`src/rtl/jk_cmd_gen_pkg.sv`:
```
// Shared types for the j/k command generator: FSM states, command codes,
// and the helpers that map commands to button masks and j/k encodings.
package jk_cmd_gen_pkg;

  typedef enum logic [1:0] {ST_INIT, ST_IDLE, ST_DRIVE, ST_GAP} state_t;
  typedef enum logic [1:0] {CMD_NONE, CMD_SET, CMD_CLR, CMD_TGL} cmd_t;

  localparam int NUM_BTN = 3;
  localparam int BTN_SET = 0;
  localparam int BTN_CLR = 1;
  localparam int BTN_TGL = 2;

  // CLR wins over SET, SET over TGL.
  function automatic cmd_t pick_cmd(input logic [NUM_BTN-1:0] pend);
    if (pend[BTN_CLR]) return CMD_CLR;
    if (pend[BTN_SET]) return CMD_SET;
    if (pend[BTN_TGL]) return CMD_TGL;
    return CMD_NONE;
  endfunction

  function automatic logic [NUM_BTN-1:0] cmd_mask(input cmd_t c);
    logic [NUM_BTN-1:0] m;
    m = '0;
    case (c)
      CMD_SET: m[BTN_SET] = 1'b1;
      CMD_CLR: m[BTN_CLR] = 1'b1;
      CMD_TGL: m[BTN_TGL] = 1'b1;
      default: m = '0;
    endcase
    return m;
  endfunction

  // Returns {j, k}.
  function automatic logic [1:0] cmd_jk(input cmd_t c);
    case (c)
      CMD_SET: return 2'b10;
      CMD_CLR: return 2'b01;
      CMD_TGL: return 2'b11;
      default: return 2'b00;
    endcase
  endfunction

endpackage

```
`src/rtl/jk_cmd_gen_btn_debounce.sv`:
```
// One push-button path: 2-flop synchroniser, stability counter, and a
// one-cycle pulse on each rising edge of the debounced level.
module btn_debounce #(
  parameter int DEBOUNCE_CYCLES = 4
) (
  input  logic clk,
  input  logic rst,
  input  logic raw,
  output logic rise
);
  localparam int CW = $clog2(DEBOUNCE_CYCLES + 1);

  logic [1:0]    sync;
  logic [CW-1:0] cnt;
  logic          level;
  logic          level_d;

  always_ff @(posedge clk) begin
    if (rst) begin
      sync    <= '0;
      cnt     <= '0;
      level   <= 1'b0;
      level_d <= 1'b0;
    end else begin
      sync    <= {sync[0], raw};
      level_d <= level;
      // Level follows sync only after DEBOUNCE_CYCLES consecutive disagreeing samples.
      if (sync[1] != level) begin
        if (cnt == CW'(DEBOUNCE_CYCLES - 1)) begin
          level <= sync[1];
          cnt   <= '0;
        end else begin
          cnt <= cnt + CW'(1);
        end
      end else begin
        cnt <= '0;
      end
    end
  end

  assign rise = level & ~level_d;

endmodule

```
`src/rtl/jk_cmd_gen.sv`:
```
// Turns three debounced push-buttons into single j/k command windows for a
// downstream JK flip-flop, and predicts that flip-flop's q.
module jk_cmd_gen
  import jk_cmd_gen_pkg::*;
#(
  parameter int DEBOUNCE_CYCLES = 4,
  parameter int HOLD_CYCLES     = 2,
  parameter int CNT_W           = 8
) (
  input  logic             clk,
  input  logic             rst,
  input  logic             btn_set,
  input  logic             btn_clr,
  input  logic             btn_tgl,
  output logic             j,
  output logic             k,
  output logic             busy,
  output logic             q_model,
  output logic [CNT_W-1:0] cmd_cnt
);
  localparam int HW = $clog2(HOLD_CYCLES + 1);

  logic [NUM_BTN-1:0] raw, rise, pend, take;
  state_t             state;
  cmd_t               cmd, next_cmd;
  logic [HW-1:0]      hcnt;
  logic               last;

  assign raw = {btn_tgl, btn_clr, btn_set};

  btn_debounce #(.DEBOUNCE_CYCLES(DEBOUNCE_CYCLES)) u_db [NUM_BTN-1:0] (
    .clk  (clk),
    .rst  (rst),
    .raw  (raw),
    .rise (rise)
  );

  assign next_cmd = pick_cmd(pend);
  assign take     = (state == ST_IDLE) ? cmd_mask(next_cmd) : '0;
  // Toggle is a single-cycle window so the flip-flop flips exactly once.
  assign last     = (hcnt == ((cmd == CMD_TGL) ? HW'(1) : HW'(HOLD_CYCLES)));
  assign busy     = (state != ST_IDLE);

  always_ff @(posedge clk) begin
    if (rst) begin
      state   <= ST_INIT;
      cmd     <= CMD_CLR;
      hcnt    <= '0;
      j       <= 1'b0;
      k       <= 1'b0;
      q_model <= 1'b0;
      cmd_cnt <= '0;
      pend    <= '0;
    end else begin
      // A press arriving while its flag is pending simply merges into it.
      pend <= (pend & ~take) | rise;
      case (state)
        ST_INIT: begin
          if (hcnt == HW'(HOLD_CYCLES)) begin
            {j, k}  <= 2'b00;
            q_model <= 1'b0;
            state   <= ST_GAP;
          end else begin
            {j, k} <= cmd_jk(CMD_CLR);
            hcnt   <= hcnt + HW'(1);
          end
        end
        ST_IDLE: begin
          if (next_cmd != CMD_NONE) begin
            cmd    <= next_cmd;
            {j, k} <= cmd_jk(next_cmd);
            hcnt   <= HW'(1);
            state  <= ST_DRIVE;
          end
        end
        ST_DRIVE: begin
          if (last) begin
            {j, k}  <= 2'b00;
            state   <= ST_GAP;
            cmd_cnt <= cmd_cnt + CNT_W'(1);
            case (cmd)
              CMD_SET: q_model <= 1'b1;
              CMD_CLR: q_model <= 1'b0;
              CMD_TGL: q_model <= ~q_model;
              default: q_model <= q_model;
            endcase
          end else begin
            hcnt <= hcnt + HW'(1);
          end
        end
        default: begin
          hcnt  <= '0;
          state <= ST_IDLE;
        end
      endcase
    end
  end

endmodule

```
`config.mk`:
```
export PLATFORM = sky130hd
export DESIGN_NAME = jk_cmd_gen
export DESIGN_NICKNAME = d
export VERILOG_FILES = /design/src/rtl/jk_cmd_gen_pkg.sv /design/src/rtl/jk_cmd_gen_btn_debounce.sv /design/src/rtl/jk_cmd_gen.sv
export SDC_FILE = /design/constraint.sdc
export NUM_CORES = 1
export LEC_CHECK = 0
export CAP_MARGIN = 40
export CORE_MARGIN = 2
export CORE_UTILIZATION = 55
export DETAILED_ROUTE_END_ITERATION = 10
export PLACE_DENSITY = 0.78
export SLEW_MARGIN = 30
export SYNTH_ARGS = -nofsm -noshare
export SYNTH_HDL_FRONTEND = slang
export SYNTH_SLANG_ARGS = --single-unit
```
`constraint.sdc`:
```
create_clock -name clk -period 2 [get_ports clk]
set_input_delay 0.6 -clock clk [delete_from_list [all_inputs] [get_ports clk]]
set_output_delay 0.6 -clock clk [all_outputs]
set_load 0.03 [all_outputs]
```
Word level (Yosys, flattened, before mapping)
Index checks and enable logic that the tools add are counted.
{ "classes": {"n_reduce_logical": 16, "n_bitwise": 13, "add_sub_neg": 5, "eq_ne": 23, "n_lt_le_gt_ge": 0, "shifts": 0, "div": 0, "mul": 0, "mux": 36} }
{ "op_table": {"columns": ["operator", "n"], "rows": [
  ["2-to-1 mux 2 bit", 13],
  ["case mux 2 bit (3 select lines)", 3],
  ["2-to-1 mux 1 bit", 15],
  ["== test 2 bit, second input constant", 6],
  ["AND reduction 2 bit", 5],
  ["adder 3 x 1 -> 3 bit, second input constant", 3],
  ["== test 3 x 2 -> 1 bit, second input constant", 3],
  ["case mux 1 bit (3 select lines)", 3],
  ["AND reduction 3 bit", 3],
  ["OR reduction 3 bit", 3],
  ["adder 8 x 1 -> 8 bit, second input constant", 1],
  ["inequality test 2 bit, second input constant", 4],
  ["NOT 1 bit", 7],
  ["== test 2 x 1 -> 1 bit, second input constant", 3],
  ["inequality test 2 x 1 -> 1 bit, second input constant", 2],
  ["inequality test 4 bit, second input constant", 1],
  ["AND reduction 4 bit", 1],
  ["nonzero test 2 bit", 2],
  ["AND 1 bit", 3],
  ["AND 3 bit", 1],
  ["2-to-1 mux 3 bit", 1],
  ["inequality test 1 bit", 3],
  ["NOT 3 bit", 1],
  ["OR 3 bit", 1],
  ["other kinds (5)", 5]
]} }
{ "word_totals": {"in_bits": 5, "mem_bits_ro": 0, "mem_count": 0, "mem_bits_rw": 0, "ff_bits": 41, "output_inout_bits": 12, "elab_cells": 113, "latchBits": 0} }

Depth between registers and ports, before layout
Gate-level depths: netlist (run 1).
{ "logic_depth": {"ltp_word": 13, "mapped_depth": 7, "mapped_depth_nobuf": 6} }

Modules after synthesis
A second synthesis (run 1) with hierarchy kept.
{ "unflattened": {"cells_unflattened": 187, "area_unflattened_um2": 1804.2} }
{ "by_module_without_submodules": {"columns": ["mod", "cells_per_inst", "seq_area_each_um2", "n_inst", "area_each_um2"], "rows": [
  ["jk_cmd_gen", 127, 400.4, 1, 1072.3],
  ["btn_debounce", 20, 140.1, 3, 244.0]
]} }

Worst setup path before layout (run 1)
No wires, ideal clock.
{ "synth_path": {"kind": "register to register", "startpoint": "register state[0]", "endpoint": "register cmd_cnt[7]", "path_slack_ns": 0.378, "stages_incl_launch_ff": 7, "path_buffers": 1, "synth_period_minus_slack_ns": 1.622, "arrival_time_ns": 1.551, "setup_ns": 0.071, "required_time_ns": 1.929, "path_cell_list": "dfxtp_1 inv_1 ha_1 buf_2 nand4_1 or4_1 a21oi_1"} }
{ "synth_via": {"elab_chain_len": 2} }
{ "synth_lines": {"columns": ["item", "line", "rtl"], "rows": [
  ["start: declaration", "jk_cmd_gen.sv:24", "state_t state;"],
  ["start signal: assignment", "jk_cmd_gen.sv:46", "state <= ST_INIT;"],
  ["start signal: assignment", "jk_cmd_gen.sv:62", "state <= ST_GAP;"],
  ["start signal: assignment", "jk_cmd_gen.sv:73", "state <= ST_DRIVE;"],
  ["== test 2 bit", "jk_cmd_gen.sv:57", "case (state)"],
  ["AND reduction 2 bit (no line)", null, null],
  ["end signal: assignment", "jk_cmd_gen.sv:80", "cmd_cnt <= cmd_cnt + CNT_W'(1);"],
  ["end: declaration", "jk_cmd_gen.sv:19", "output logic [CNT_W-1:0] cmd_cnt"]
]} }
No other way between the ends.
A chain may end at the register's enable or synchronous reset.

Worst setup path after layout (run 1)
{ "layout_path": {"startpoint": "register state[1]", "endpoint": "output port busy"} }
{ "layout_via": {"elab_chain_len": 1} }
{ "layout_lines": {"columns": ["item", "line", "rtl"], "rows": [
  ["inequality test 2 x 1 -> 1 bit", "jk_cmd_gen.sv:42", "assign busy = (state != ST_IDLE);"],
  ["end: declaration", "jk_cmd_gen.sv:17", "output logic busy,"]
]} }
No other way between the ends.

==> results.json, run 1 <==
{
  "status": "finished, final reports clean",
  "avgSynthCellArea_sq_um": 9.25,
  "clockBufferDepth": 2,
  "syn-num-nets": 211,
  "cts_tree": "built",
  "synth_edf_count": 0,
  "cp_common_cell": "inv_1",
  "gp_congestion": 0.863,
  "cts-buffers-inserted": 5,
  "synth_top_area_share_pct": 46.2,
  "swShare_pct": 35.9,
  "power_density_nw_per_um2": 1040,
  "ys_types": 39,
  "critPathMaxFanout": 6,
  "die_h_um": 60.8,
  "yosysTopAreaCell": "dfxtp_1",
  "clkTransAtPathRegs_ps": 120,
  "grt_pass1_wl_um": 5680,
  "num_antenna_cells": 0,
  "remaining_drc_errors": 0,
  "critical_path_required_ps": 1400,
  "endpoint": "busy",
  "cp-start-kind": "flip-flop",
  "route.antenna.remaining_nets": 0,
  "grt_setup_unrepaired": "yes",
  "io_pins": 17,
  "seqCellArea_sq_um": 825,
  "p_comb_share_pct": 34.8,
  "cts_hold_buffers": 0,
  "r2r_cells": 5,
  "htree_levels": 2,
  "crit_chain": "inv_1, ha_4, inv_1, buf_4",
  "max_slew.worst_pin.slew_ps": 605,
  "firstDrtPassIters": 6,
  "hold-worst-slack_ps": 436,
  "fin_crit_sh_pct": 96.7,
  "hp-class": "flip-flop to flip-flop",
  "insertion_delay_ps": 350,
  "core_area_sq_um": 3050,
  "die_area_sq_um": 3700,
  "final_cell_count_no_fill": 257,
  "syn_inst": 192,
  "pwr-share-seq_pct": 44.1,
  "multiInputGateArea_sq_um": 897,
  "cts_sinks": 41,
  "regToRegEndpoint": "cmd_cnt[6]$_SDFFE_PP0P_",
  "ys_top_cells_by_count": "dfxtp_1, nor2_1, a21oi_1",
  "hpwl_um": 2230,
  "fin_skew_ps": 11.2,
  "worstReg2RegStart": "state[0]$_SDFFE_PP0P_",
  "finalMaxSlewViolations": 0,
  "io_buffer_count": 16,
  "via_count": 1387,
  "cts_root_buf": "clkbuf_4",
  "start_util_pct": 58.2,
  "synth.most_common_cell": "dfxtp_1",
  "place_inst": 249,
  "grt_usage_pct": 20.8,
  "max_freq_mhz": 517,
  "p_switching_mw": 0.780,
  "nets": 231,
  "grt_pass1_vias": 1327,
  "maxCapViolCount": 0,
  "synth_area_leaders": "dfxtp_1, ha_1, a21oi_1",
  "viasPerCell": 5.40,
  "tns_ps": 0,
  "fillCellCount": 274,
  "hold_viol": 0,
  "synth_flop_cell": "dfxtp_1",
  "ys_warn_count": 0,
  "critical_path.endpoint_type": "output pin",
  "area_growth_pct": 18.0,
  "die_w_um": 60.8,
  "drtIter0Drc": 80,
  "ys_seq_elements": 41,
  "finalWirelength_um": 3230,
  "row_count": 20,
  "drive_gt1_share_pct": 9.39,
  "slowest_delay_ps": 400,
  "yosysSeqAreaShare_pct": 46.2,
  "relSlewSlack_pct": 59.6,
  "critPathKind": "flip-flop to output pin",
  "post-route-util_pct": 68.7,
  "power_mw": 2.17,
  "power_frac_clock_pct": 21.1,
  "reg2reg_setup_slack_ps": 200,
  "ir_drop_mv": 0.892,
  "cpMaxStageDelayCell": "dfxtp_4",
  "power.leakage_nw": 0.875,
  "arrival_ps": 1330,
  "overflow": 0,
  "p_int_mw": 1.39,
  "finalSetupViolations": 0,
  "grt_max_degree": 39,
  "startpoint": "state[1]$_SDFFE_PP0P_",
  "wire_per_inst_um": 12.6,
  "synth_area_sq_um": 1780,
  "antenna_found_initial": 0,
  "post-route-min-period_ps": 1930,
  "synthArstFlopShare_pct": 0
}
## critical path, delay by kind of cell (launching register included)
family / cells / cell delay, ps
adders and majority gates: 1 / 200
buffers and inverters: 3 / 380
DFF: 1 / 400
## sequential cells by signal (all words and copies together), names as in the netlist, 2 cells and up
signal and flops:
pend 3, u_db.cnt 9, u_db.level 3, u_db.sync 6, cmd_cnt 8, u_db.level_d 3
cmd 2, state 2, hcnt 2
## worst min-delay path by stage
stage / cells past startpoint / endpoint / from / slack (ps)
after floorplan: 1 / u_db[0].cnt[0]$_SDFF_PP0_ / u_db[0].cnt[0]$_SDFF_PP0_ / 400
after global placement: 1 / u_db[1].cnt[0]$_SDFF_PP0_ / u_db[1].cnt[0]$_SDFF_PP0_ / 410
after detailed placement: 1 / u_db[1].cnt[0]$_SDFF_PP0_ / u_db[1].cnt[0]$_SDFF_PP0_ / 420
after CTS: 1 / u_db[1].cnt[0]$_SDFF_PP0_ / u_db[1].cnt[0]$_SDFF_PP0_ / 440
after global routing: 1 / u_db[1].cnt[0]$_SDFF_PP0_ / u_db[1].cnt[0]$_SDFF_PP0_ / 460
final: 1 / u_db[0].cnt[0]$_SDFF_PP0_ / u_db[0].cnt[0]$_SDFF_PP0_ / 440
## power groups by stage
stage	registers, mW	clock network (mW)	logic (mW)
after CTS	0.945	0.473	0.714
after global placement	0.957	0	0.670
after global routing	0.970	0.505	0.838
final	0.958	0.457	0.756
after floorplan	0.967	0	0.515
after detailed placement	0.960	0	0.706
## stage by stage
stage          worst slack [ps]  area (sq um)
6_report                   65.8          2100
5_1_grt                    3.55          2100
4_1_cts                    8.41          2060
3_5_place_dp                124          2000
3_3_place_gp                212          2000
2_1_floorplan               378          1780
## routing by layer
layer	global-route usage, %	vias to the layer above	wire length, um
li1	-	711	-
met1	25.6	640	1430
met2	35.0	32	1610
met3	6.40	4	154
met4	6.52	0	31
met5	0	-	0
## repair_timing
item	4_1_cts	5_1_grt
cloned	0	0
buffers inserted	0	0
gates resized for setup	9	8
pin swaps	0	1
setup endpoints to repair	8	9
## cell families after synthesis
logic type	after synthesis	share of synthesized area (%)
adders and majority gates	14	9.86
AOI/OAI and AO/OA	44	15.5
muxes	5	2.89
and+or+nand+nor	64	19.4
xor gates and xnor gates	3	1.48
buffers and inverters	21	4.72
DFF	41	46.2
## cells in the final DEF, fill, tap and decap left out, drive strengths merged
master and count:
clkbuf 7, xnor2 3, a21o 1, nand3 4, nor4b 1, nand2b 4, clkinv 1, o32ai 1
and4b 1, o22a 1, dfxtp 41, mux2i 4, a31oi 1, a311oi 2, a211oi 1, a221oi 1
inv 15, or3 5, or4 4, dlygate4sd2 7, clkdlybuf4s50 4, a211o 1, a21oi 19, o22ai 1
o31ai 4, mux2 1, nand2 3, or2b 1, nor2 21, nor3 3, a22oi 1, and3 2
dlymetal6s2s 4, buf 4, nor2b 12, ha 14, nand4 3, o221a 1, o21ai 9
## area by class of cell
class                      count  share of cell area (%)
tap                           44                    2.63
inverter                      15                    2.68
clock buffer                   7                    3.10
multi-input combinational    130                    42.8
clock inverter                 1                   0.239
timing repair buffer          19                    9.25
sequential                    41                    39.3
(Power assumes the default switching activity.)
==> inputs of run 2 (changes only) <==
DONT_BUFFER_PORTS = 1   (was default)
PLACE_DENSITY = 0.74   (was 0.78)
clock period = 1.55 ns   (was 2 ns; I/O delays follow)
==> run 2 against run 1 <==
  * The flow now finishes with violations (setup timing)
  * Worst hold slack got worse by 270 ps
  * Die area unchanged
  * Combinational power increased by 67%
  * Highest routed layer unchanged
==> results.json, run 2 (synthesized netlist as in run 1, its figures left out) <==
{
  "largest_reg_flops": 9,
  "post-route-util_pct": 70.2,
  "critical_path_required_ps": 1840,
  "relSlewSlack_pct": 73.7,
  "clockBufferDepth": 2,
  "max_slew.worst_pin.slew_ps": 394,
  "arrival_ps": 1840,
  "grt_pass1_vias": 1410,
  "area_growth_pct": 20.7,
  "crit_family": "simple AND/OR/NAND/NOR gates",
  "cp-start-kind": "flip-flop",
  "grt_usage_pct": 22.0,
  "crit_buf_inv": 0,
  "finalSetupViolations": 1,
  "layout_setup_ws_ps": -0.0695,
  "cts_tree": "built",
  "grt_setup_unrepaired": "yes",
  "htree_levels": 2,
  "critPathMaxFanout": 13,
  "grt_use_met1_pct": 24.4,
  "overflow": 0,
  "busiest_layer": "met2",
  "post-route-min-period_ps": 1550,
  "power.leakage_nw": 0.807,
  "finalWirelength_um": 3670,
  "start_util_pct": 58.2,
  "cts_root_buf": "clkbuf_4",
  "antenna_found_initial": 0,
  "slowest_delay_ps": 550,
  "firstDrtPassIters": 5,
  "fin_crit_sh_pct": 100,
  "finalMaxSlewViolations": 0,
  "hp-class": "input port to flip-flop",
  "place_area_sq_um": 1940,
  "hpwl_um": 2420,
  "violations": "setup timing",
  "critPathKind": "flip-flop to flip-flop",
  "place_inst": 248,
  "drive_gt1_share_pct": 25.1,
  "io_pins": 17,
  "fin_skew_ps": 10.3,
  "gp_congestion": 0.854,
  "critical_path.endpoint_type": "flip-flop",
  "grt_pass1_wl_um": 5950,
  "final_area_sq_um": 2140,
  "final_cell_mix": "dfxtp_1, nor2_1, buf_4",
  "grtUsageMet2_pct": 37.8,
  "power_density_nw_per_um2": 1420,
  "io_buffer_count": 0,
  "hold_viol": 0,
  "clkTransAtPathRegs_ps": 120,
  "cts_sinks": 41,
  "nets": 233,
  "reg2reg_setup_slack_ps": -0.07,
  "drtIter0Drc": 69,
  "maxCapViolCount": 0,
  "status": "finished with violations",
  "final_common_cell": "dfxtp_1",
  "cts-buffers-inserted": 5,
  "die_h_um": 60.8,
  "viasPerCell": 5.72,
  "num_antenna_cells": 0,
  "insertion_delay_ps": 350,
  "wire_per_inst_um": 14.2,
  "use_met3_pct": 6.82,
  "core_area_sq_um": 3050,
  "max_freq_mhz": 645,
  "grt_max_degree": 39,
  "cpMaxStageDelayCell": "or4_1",
  "power_mw": 3.05,
  "cts_hold_buffers": 0,
  "route.antenna.remaining_nets": 0,
  "largest_registers": "u_db.cnt x9, cmd_cnt x8, u_db.sync x6",
  "final_cell_count_no_fill": 259,
  "die_w_um": 60.8,
  "regMostFlops": "u_db.cnt",
  "ir_drop_mv": 0.786,
  "crit_chain": "and4b_2, a21oi_4, or4_1, a21oi_2",
  "die_area_sq_um": 3700,
  "row_count": 20,
  "via_count": 1482,
  "remaining_drc_errors": 0
}
## run 2: cell count changes in the layout (fill, tap and decap cells not counted), moves of 2 or more
cell	change
dlymetal6s2s_1	-4
clkbuf_8	-2
buf_4	+18
clkinvlp_4	+2
dfxtp_2	+4
dfxtp_1	-5
inv_1	-3
a21oi_1	-3
o31ai_2	+2
clkdlybuf4s50_1	-4
a21oi_4	+2
dlygate4sd2_1	-7
o31ai_1	-2
## run 2: path summary, 6_finish.rpt
| kind | start | to | cells past startpoint |
|---|---|---|---|
| worst max-delay path | hcnt[0]$_SDFFE_PP0P_ | cmd_cnt[5]$_SDFFE_PP0P_ | 4 |
| worst min-delay path | rst | pend[2]$_SDFF_PP0_ | 1 |
| worst max register to register | hcnt[0]$_SDFFE_PP0P_ | cmd_cnt[5]$_SDFFE_PP0P_ | 4 |
| worst min register to register | u_db[0].cnt[0]$_SDFF_PP0_ | u_db[0].cnt[0]$_SDFF_PP0_ | 1 |
## run 2: per-layer routing
metal	routed length, um	share of wire [%]
met1	1480	40
met5	0	0
met4	52	1.4
met3	232	6.3
met2	1910	52
## run 2: per-stage QoR
| step | TNS, ps | hold WS (ps) | worst slack [ps] |
|---|---|---|---|
| after floorplan | 0 | 399 | 16.5 |
| after global placement | 0 | 406 | 6.25 |
| after detailed placement | -160 | 417 | -60.6 |
| after CTS | -53.8 | 144 | -37.7 |
| after global routing | -177 | 134 | -39.6 |
| final | -0.0695 | 169 | -0.0695 |
## run 2: cell type report
| class | instances | area, sq um |
|---|---|---|
| clock inverter | 2 | 15.0 |
| clock buffer | 6 | 41.3 |
| timing repair buffer | 21 | 158 |
| tap | 44 | 55.1 |
| inverter | 15 | 66.3 |
| sequential | 41 | 833 |
| multi-input combinational | 130 | 976 |
| fill | 247 | 908 |
## run 2: power breakdown
| group | internal (mW) | switching (mW) | total, mW |
|---|---|---|---|
| logic | 0.576 | 0.686 | 1.26 |
| registers | 1.14 | 0.114 | 1.26 |
| clock network | 0.177 | 0.355 | 0.532 |
| total | 1.90 | 1.15 | 3.05 |
## run 2: repair_timing
item,in CTS,in global routing
pin swaps,1,3
buffers inserted,1,2
resized for setup,11,22
setup endpoints to repair,12,14
hold endpoints to repair,0,0
## run 2: worst reg2reg max path: stages, from the launching register on
cell     delay [ps]
dfxtp_2         410
and4b_2         290
a21oi_4          90
or4_1           560
a21oi_2         150
==> inputs of run 3 (changes only) <==
CTS_BUF_LIST = sky130_fd_sc_hd__clkbuf_4 sky130_fd_sc_hd__clkbuf_8 sky130_fd_sc_hd__clkbuf_16   (was default)
==> run 3 against run 2 <==
  * Critical endpoint unchanged
  * Count of clock-buffer cells in the layout is the same
  * The flow still finishes with violations (setup timing)
  * Non-clock buffer count is the same
  * Largest power group unchanged
  * First-iteration DRC count is the same
==> results.json, run 3 (synthesized netlist as in run 1, its figures left out) <==
{
  "status": "finished with violations",
  "violations": "setup timing",
  "final_common_cell": "dfxtp_1",
  "die_area_sq_um": 3700,
  "insertion_delay_ps": 350,
  "place_inst": 248,
  "hold_viol": 0,
  "max_slew.worst_pin.slew_ps": 394,
  "finalMaxSlewViolations": 0,
  "regMostFlops": "u_db.cnt",
  "clockBufferDepth": 2,
  "drive_gt1_share_pct": 25.6,
  "cp-start-kind": "flip-flop",
  "critPathMaxFanout": 13,
  "area_growth_pct": 20.9,
  "cts_sinks": 41,
  "preCtsSetupSlack_ps": -60.6,
  "multiInputGateArea_sq_um": 976,
  "core_area_sq_um": 3050,
  "maxCapViolCount": 0,
  "seqCellArea_sq_um": 833,
  "grt_usage_pct": 22.0,
  "io_pins": 17,
  "io_buffer_count": 0,
  "fin_skew_ps": 10.3,
  "cts_root_buf": "clkbuf_4",
  "clkTransAtPathRegs_ps": 120,
  "cts_tree": "built",
  "relSlewSlack_pct": 73.7,
  "grt_max_degree": 39,
  "drtIter0Drc": 69,
  "wire_per_inst_um": 14.2,
  "ir_drop_mv": 0.790,
  "arrival_ps": 1840,
  "overflow": 0,
  "critPathKind": "flip-flop to flip-flop",
  "critical_path.endpoint_type": "flip-flop",
  "row_count": 20,
  "max_freq_mhz": 645,
  "final_cell_mix": "dfxtp_1, nor2_1, buf_4",
  "finalSetupViolations": 1,
  "firstDrtPassIters": 5,
  "die_w_um": 60.8,
  "power.leakage_nw": 0.811,
  "cpMaxStageDelayCell": "or4_1",
  "antenna_found_initial": 0,
  "min_delay_path_depth": 1,
  "remaining_drc_errors": 0,
  "power_mw": 3.07,
  "largest_reg_flops": 9,
  "fillCellCount": 245,
  "slowest_delay_ps": 550,
  "grt_pass1_wl_um": 5950,
  "via_count": 1483,
  "die_h_um": 60.8,
  "finalWirelength_um": 3680,
  "num_antenna_cells": 0,
  "grt_setup_unrepaired": "yes",
  "fin_crit_sh_pct": 100,
  "cts-buffers-inserted": 5,
  "hpwl_um": 2420,
  "hp-class": "input port to flip-flop",
  "nets": 233,
  "layout_setup_ws_ps": -0.0695,
  "final_cell_count_no_fill": 259,
  "r2r_cells": 4,
  "grt_pass1_vias": 1410,
  "crit_chain": "and4b_2, a21oi_4, or4_1, a21oi_2",
  "route.antenna.remaining_nets": 0,
  "start_util_pct": 58.2,
  "viasPerCell": 5.73,
  "largest_registers": "u_db.cnt x9, cmd_cnt x8, u_db.sync x6",
  "post-route-min-period_ps": 1550,
  "gp_congestion": 0.854,
  "hold-worst-slack_ps": 168,
  "critical_path_required_ps": 1840,
  "power_density_nw_per_um2": 1430,
  "htree_levels": 2
}
-- run 3: cell counts in the layout (fill, tap and decap cells not counted) --
Identical to the previous run, type by type.
-- run 3: cell type report --
cell class,instances,share of cell area [%]
Multi-Input combinational cell,130,45.4
Sequential cell,41,38.8
Timing Repair Buffer,21,7.34
Inverter,15,3.09
Tap cell,44,2.56
Clock buffer,6,2.10
Clock inverter,2,0.699
-- run 3: path summary, 6_finish.rpt --
check,start,endpoint,slack [ps]
worst min-delay path,rst,u_db[2].sync[1]$_SDFF_PP0_,170
worst max-delay path,hcnt[0]$_SDFFE_PP0P_,cmd_cnt[5]$_SDFFE_PP0P_,-0.07
worst min register to register,u_db[0].cnt[0]$_SDFF_PP0_,u_db[0].cnt[0]$_SDFF_PP0_,430
worst max register to register,hcnt[0]$_SDFFE_PP0P_,cmd_cnt[5]$_SDFFE_PP0P_,-0.07
-- run 3: where the power goes --
part           leakage [nW]  switching [mW]  internal [mW]
clock network        0.0279           0.356          0.195
logic                 0.448           0.686          0.576
registers             0.335           0.114           1.14
-- run 3: worst max-delay path, delay by kind of cell (launching register included) --
family	cells	cell delay, ps
and+or+nand+nor	2	840
DFF	1	410
AOI/OAI and AO/OA	2	240
-- run 3: routing by layer --
metal  share of wire, %  vias to the layer above  GRT usage, %
met5                  0                        -             0
met4                1.4                        0          11.5
met3                6.3                        4          6.82
met2                 52                       59          37.8
met1                 40                      702          24.4
li1                   -                      718             -
-- run 3: per-stage QoR --
step                instance area [sq um]  utilization [%]  setup TNS [ps]
finish                               2150             70.4         -0.0695
global route                         2150             70.4            -177
CTS                                  2030             66.5           -53.8
detailed placement                   1940             63.5            -160
global placement                     1940             63.5               0
floorplan                            1780                -               0
-- run 3: what timing repair did --
action	CTS	global route
resized for setup	11	22
setup buffers	1	2
hold buffers	0	0
pin swaps	1	3
setup endpoints to repair	12	14
